$ cat config.mk
export PLATFORM = sky130hd
export DESIGN_NAME = pipe_stage_buf
export DESIGN_NICKNAME = d
export VERILOG_FILES = /design/src/rtl/pipe_stage_buf.sv
export SDC_FILE = /design/constraint.sdc
export NUM_CORES = 1
export LEC_CHECK = 0
export CAP_MARGIN = 20
export CORE_ASPECT_RATIO = 1.1
export CORE_UTILIZATION = 45
export CTS_CLUSTER_SIZE = 16
export DETAILED_ROUTE_END_ITERATION = 16
export PLACE_DENSITY = 0.73
export SETUP_SLACK_MARGIN = 0.5
export SYNTH_ARGS = -nofsm -noshare
export SYNTH_HDL_FRONTEND = slang
export SYNTH_SLANG_ARGS = --single-unit
export TNS_END_PERCENT = 50
$ cat constraint.sdc
create_clock -name clk -period 2.26 [get_ports clk]
set_clock_uncertainty 0.1 [all_clocks]
set_input_delay 0.452 -clock clk [delete_from_list [all_inputs] [get_ports clk]]
set_output_delay 0.452 -clock clk [all_outputs]
set_load 0.02 [all_outputs]
$ cat src/rtl/pipe_stage_buf.sv
// pipe_stage_buf: one-cycle pipeline register with a main slot and a skid slot (valid/ready both sides).
// Optional macro PIPE_STAGE_BUBBLE_ZERO_EN forces out_ctrl to zero whenever out_valid is low.
module pipe_stage_buf #(
  parameter int DATA_W = 32,
  parameter int CTRL_W = 8
) (
  input  logic              clk,
  input  logic              rst_n,
  input  logic              flush,
  input  logic              in_valid,
  output logic              in_ready,
  input  logic [CTRL_W-1:0] in_ctrl,
  input  logic [DATA_W-1:0] in_data,
  output logic              out_valid,
  input  logic              out_ready,
  output logic [CTRL_W-1:0] out_ctrl,
  output logic [DATA_W-1:0] out_data,
  output logic [1:0]        occ
);

  typedef enum logic [1:0] {
    EMPTY = 2'd0,
    FULL  = 2'd1,
    SKID  = 2'd2
  } state_t;

  state_t            state_r;
  logic              in_ready_r;
  logic              out_valid_r;
  logic [1:0]        occ_r;
  logic [CTRL_W-1:0] main_ctrl_r;
  logic [DATA_W-1:0] main_data_r;
  logic [CTRL_W-1:0] skid_ctrl_r;
  logic [DATA_W-1:0] skid_data_r;
  logic              in_fire_s;
  logic              out_fire_s;

  // Status flags {in_ready, out_valid, occ} that belong to a given state.
  function automatic logic [3:0] decode(input state_t s);
    logic [3:0] flags;
    case (s)
      EMPTY:   flags = {1'b1, 1'b0, 2'd0};
      FULL:    flags = {1'b1, 1'b1, 2'd1};
      SKID:    flags = {1'b0, 1'b1, 2'd2};
      default: flags = {1'b1, 1'b0, 2'd0};
    endcase
    return flags;
  endfunction

  assign in_fire_s  = in_valid & in_ready_r;
  assign out_fire_s = out_valid_r & out_ready;

  // Stage FSM: state, decoded status flags and both storage slots.
  always_ff @(posedge clk or negedge rst_n) begin
    if (!rst_n) begin
      state_r                           <= EMPTY;
      {in_ready_r, out_valid_r, occ_r}  <= decode(EMPTY);
      main_ctrl_r                       <= {CTRL_W{1'b0}};
      main_data_r                       <= {DATA_W{1'b0}};
      skid_ctrl_r                       <= {CTRL_W{1'b0}};
      skid_data_r                       <= {DATA_W{1'b0}};
    end else if (flush) begin
      // Slots keep their contents; only occupancy is discarded.
      state_r                          <= EMPTY;
      {in_ready_r, out_valid_r, occ_r} <= decode(EMPTY);
    end else begin
      case (state_r)
        EMPTY: begin
          if (in_fire_s) begin
            main_ctrl_r                      <= in_ctrl;
            main_data_r                      <= in_data;
            state_r                          <= FULL;
            {in_ready_r, out_valid_r, occ_r} <= decode(FULL);
          end
        end
        FULL: begin
          if (in_fire_s && out_fire_s) begin
            main_ctrl_r <= in_ctrl;
            main_data_r <= in_data;
          end else if (out_fire_s) begin
            state_r                          <= EMPTY;
            {in_ready_r, out_valid_r, occ_r} <= decode(EMPTY);
          end else if (in_fire_s) begin
            skid_ctrl_r                      <= in_ctrl;
            skid_data_r                      <= in_data;
            state_r                          <= SKID;
            {in_ready_r, out_valid_r, occ_r} <= decode(SKID);
          end
        end
        SKID: begin
          if (out_fire_s) begin
            main_ctrl_r                      <= skid_ctrl_r;
            main_data_r                      <= skid_data_r;
            state_r                          <= FULL;
            {in_ready_r, out_valid_r, occ_r} <= decode(FULL);
          end
        end
        default: begin
          state_r                          <= EMPTY;
          {in_ready_r, out_valid_r, occ_r} <= decode(EMPTY);
        end
      endcase
    end
  end

  assign in_ready  = in_ready_r;
  assign out_valid = out_valid_r;
  assign occ       = occ_r;
  assign out_data  = main_data_r;

`ifdef PIPE_STAGE_BUBBLE_ZERO_EN
  assign out_ctrl = out_valid_r ? main_ctrl_r : {CTRL_W{1'b0}};
`else
  assign out_ctrl = main_ctrl_r;
`endif

endmodule

==> results.txt <==
Fin. Hold Viols: 0
Reg2Reg Capture Point: out_data[31]
IR drop worst, VDD: 624 uV
post-synthesis sequential area ratio: 0.559
most frequent cells in the layout: 88 x mux2_2, 81 x dfrtp_1, 62 x clkdlybuf4s50_1
mapped cell area: 0.00376 sq mm
die height: 97.9 um
worst r2r src: occ[0]
DIE WIDTH: 89.2 um
# IOs: 89
global-route wire length before repair: 12,400 um
RSZ-0062 raised after global routing: true
Crit path largest cell delay: 0.45 ns
r2r setup slk: 0.33 ns
core area: 0.00800 sq mm
GR Overflow Total: 0
hold_sp: out_data[1]
vias: 2,465
Synth Area in XOR/XNOR: 0.00233
Crit Path Category: flip-flop to flip-flop
DRC viols: 0
Post-Syn Instances: 243
R2R depth: 6
flops & latches, synth: 84
Ys Warns: 0
CP endpoint kind: flip-flop
WHS: 0.387 ns
CP required: 2.39 ns
H-tree depth: 3
GRT Total Usage: 0.189
final core utilization: 0.698
antenna violation net count after detailed routing: 0
worst slew pin tran: 0.510 ns
routed len/inst: 17.9 um
leading cell type in the layout, fill and taps excluded: mux2_2
initial antenna violation count: 0
Startpoint Class: flip-flop
# diodes: 0
worst setup path end: out_data[31]
area fraction in compound gates after synthesis: 0.0259
Syn Area/Cell: 15.5 sq um
synthesized-area fraction occupied by adder cells: 0
CP Launch Point: occ[0]
LEAKAGE: 2.47 nW
Crit Path Max Fanout: 10
share of cells above drive strength 1: 0.468
Fmax: 0.518 GHz
CTS Buf Count: 9
DRT iter0 DRCs: 37
pin count of the biggest net entering global routing: 40
Simple-Gate Fraction of Synth Area: 0.0233
Worst slew margin: 0.660
Clock Pin Slew Worst Setup and Hold Paths: 0.09 ns
Max Transition Viols Final: 0
vias in the first global route: 2,521
Crit path arrival time: 2.06 ns
clock tree from TritonCTS: done
area grow syn2layout: 48.4%
final setup violation count: 0
Final Cycle Share: 0.853
placed inst area: 0.00483 sq mm
multiplexer share of the synthesized area: 0.362
Yosys cell types: 24
Final Wtd Congestion: 0.784
hpwl dp: 4660 um
Max-cap violations: 0
HP Class: flip-flop to flip-flop
DR pass1 iterations: 4
status: completed
Starting Density: 0.470
crit path cell chain: buf_4 > nor2b_4 > buf_6 > buf_12 > mux2_2 > mux2_1
maximum clock path buffer count: 2
Post-Route WL: 8570 um
minimum clock period: 1.93 ns
die area: 0.00873 sq mm
largest family of logic cells by synthesized area: multiplexers
clk_lat worst skew: 0.35 ns
drt via density: 5.14
IO buf count: 88
CTS sink cnt: 84
Slowest-stage cell, CP: dfrtp_2
PD cells: 999 mW/mm^2
Nets: 412
Finished Cell Area: 0.00558 sq mm
clock root cell: clkbuf_8
# rows: 34
Mapped Nets: 288
==> how the worst min path moves through the flow <==
stage / endpoint / cells after the start
6_report: out_data[1] / 1
4_1_cts: out_data[12] / 1
3_5_place_dp: out_data[10] / 1
2_1_floorplan: occ[0] / 0
5_1_grt: out_data[14] / 1
3_3_place_gp: out_data[10] / 1
==> per-stage QoR <==
step	total power [W]	TNS [ns]	setup WS, ns	instances
floorplan	0.00344	0	0.405	243
global placement	0.00425	-0.153	-0.0138	436
detailed placement	0.00432	-0.954	-0.0537	436
CTS	0.00547	0	0.334	470
global route	0.00587	0	0.280	480
finish	0.00557	0	0.331	480
==> final cells by class <==
class | instances | area (sq um)
clock buffer | 11 | 131
timing repair buffer | 127 | 1470
tap | 108 | 135
sequential | 84 | 2110
multi-input combinational | 145 | 1670
fill | 597 | 2410
clock inverter | 5 | 77.6
==> power by group <==
| group | internal [W] | switching [W] |
|---|---|---|
| combinational | 0.00120 | 0.000825 |
| sequential | 0.00210 | 0.000306 |
| clock | 0.000620 | 0.000517 |
| total | 0.00393 | 0.00165 |
==> cell usage after synthesis <==
library cell    n  area (sq um)
a211o_1         1          8.76
a21o_1          2          15.0
a21oi_1         2          10.0
a221oi_4        1          26.3
a22o_1          1          8.76
a22oi_1         1          7.51
a31oi_1         1          6.26
buf_2           9          45.0
buf_6           5          56.3
dfrtp_1        83          2080
dfstp_2         1          26.3
mux2_1         11           124
mux2_2        110          1240
nand2_1         2          7.51
nand2b_1        2          12.5
nand2b_4        1          13.8
nand3_1         1          5.00
nand3b_4        1          20.0
nand4_1         1          6.26
nor2_1          1          3.75
nor2b_1         3          18.8
o21bai_1        1          7.51
o31ai_1         1          7.51
xor2_1          1          8.76
==> state kept, by name (all words and copies together) (netlist names) <==
| register | cells |
|---|---|
| in_ready | 1 |
| occ | 2 |
| out_ctrl | 8 |
| out_data | 32 |
| out_valid | 1 |
| skid_ctrl_r | 8 |
| skid_data_r | 32 |
==> logic make-up after synthesis <==
logic type	count (synthesis)
mux	121
xor+xnor	1
simple gates	12
buf+inv	14
flops	84
compound gates	11
==> metal layers <==
metal,part of all wire,global-route usage,routed length (um),vias up
li1,-,-,-,1131
met3,0.043,0.0456,370,14
met2,0.50,0.297,4260,66
met1,0.44,0.246,3760,1254
met4,0.020,0.0867,175,0
met5,0,0,0,-
==> worst max-delay path, delay by kind of cell, from the launching register on <==
family | cells | cell delay, ns
buffers and inverters | 3 | 0.42
DFF | 1 | 0.45
and+or+nand+nor | 1 | 0.21
muxes | 2 | 0.63
==> repair_timing <==
action | in CTS | in global routing
gates cloned | 5 | 7
buffers inserted | 12 | 3
gates resized for setup | 44 | 23
hold buffers | 1 | 0
endpoints found under the hold margin | 36 | 0
endpoints found under the setup margin | 124 | 105
pin swaps | 0 | 1
Note: power is estimated with default switching activity, not from simulation.
==> RTL change, RTL diff (same settings) <==
The option `PIPE_STAGE_BUBBLE_ZERO_EN` is turned on by a define.
--- a/src/rtl/pipe_stage_buf.sv
+++ b/src/rtl/pipe_stage_buf.sv
@@ -2,2 +2,4 @@
 // Optional macro PIPE_STAGE_BUBBLE_ZERO_EN forces out_ctrl to zero whenever out_valid is low.
+`define PIPE_STAGE_BUBBLE_ZERO_EN
+
 module pipe_stage_buf #(
Check against the original RTL: not equivalent (a bounded check fails within 4 cycles, from zero or initial values and one cycle with rst_n low).
==> RTL change against the unedited design <==
- the run now ends with negative hold slack left
- combinational power rose by 2%
- routed wire length rose by 4.3%
- critical path depth did not move
- sequential cell count did not move
- total power fell by 0.25%
- synthesized area rose by 1.4%
- setup slack got worse by 0.027 ns
- via count rose by 2.7%
- final area rose by 0.49%
==> RTL change: results (changes against the unedited design) <==
Layout clock area frac 0.0361 (-0.00130); post-layout util 0.694 (-0.00394); Leak 2.55 nW (+3.3%); met3 routed WL 426 µm (+15%); Synth Net Count 297 (+3.1%); placed cell count 446 (+2.3%); Post-Syn Instances 252 (+3.7%); VDD IR max 0.627 mV (+0.45%); gr usage total 0.198 (+0.00870); Final Hold Fails 25 (+25); met2 Track Usage GR 0.337 (+0.0402); xor and xnor fraction of the mapped netlist area 0.00230 (-0.0000328); first-pass GRT wire length 13.6 mm (+9.5%); #MultiIn Comb 153 (+5.5%); initial DRC count 86 (+130%); min-delay worst type input pin to async pin; share of the synthesized area in the top cell type 0.544 (-0.00779); post-synthesis sequential area ratio 0.551 (-0.00789); grt met1 use 0.240 (-0.00610); DP HPWL 4.96 mm (+6.5%); Worst-Margin Slew 0.570 ns (+0.0597 ns); Metal-1 WL 3.75 mm (-0.11%); post-synthesis mux area share 0.357 (-0.00511); Post-CTS Setup Bufs 15 (+3); CP max stage delay 0.57 ns (+0.12 ns); post_cts resized 76 (+73%); library cells used by synthesis 26 (+8.3%); hold slack -0.0181 ns (-0.406 ns); vias per cell 5.16 (+0.42%); Final non-clock buffer share 0.253 (-0.00976); met2 wire len 4.63 mm (+8.5%); Placed Area 4900 µm² (+1.3%); number of non-clock buffers in the layout 130 (+2.4%); largest net degree at the start of global routing 44 (+10%); GPL Wtd Cong 0.781 (-0.33%); drt wl/cell 18.2 µm (+1.9%); met3 Usage GRT 0.0486 (+0.00296); fraction of area in registers 0.376 (-0.00163); status finished, violations left; fill cell count 593 (-0.67%); CP Data Arrival Time 2.09 ns (+0.03 ns); Mean Syn Cell Area 15.1 µm² (-2.2%); Post-synth top cells mux2_2 (111), dfrtp_1 (83), mux2_1 (10), buf_2 (9), and2_1 (8); failing checks negative hold slack; fin nets 423 (+2.7%)
RTL change: cell types whose count changed after synthesis, sizes merged:
| cell | delta |
|---|---|
| clkbuf | +1 |
| and2 | +8 |
RTL change: worst paths after layout:
kind | from | end | slack (ns) | cells after the start
worst max-delay path | in_ready | out_data[4] | 0.30 | 6
worst min-delay path | rst_n | skid_data_r[13] | -0.02 | 1
worst max register to register | in_ready | out_data[4] | 0.30 | 6
worst min register to register | out_data[2] | out_data[2] | 0.40 | 1
max in group asynchronous | rst_n | in_ready | 1.44 | 2
min in group clk | out_data[2] | out_data[2] | 0.40 | 1
RTL change: metrics by stage:
step	hold WS [ns]	setup TNS [ns]
after floorplan	0.0564	0
after global placement	0.368	-0.192
after detailed placement	0.375	-0.510
after CTS	0.00240	0
after global routing	0.0150	0
final	-0.0181	0
RTL change: power breakdown:
group          total, W  internal, W  switching (W)
clock           0.00109     0.000543       0.000543
sequential      0.00241      0.00210       0.000305
combinational   0.00207      0.00124       0.000821
total           0.00556      0.00389        0.00167
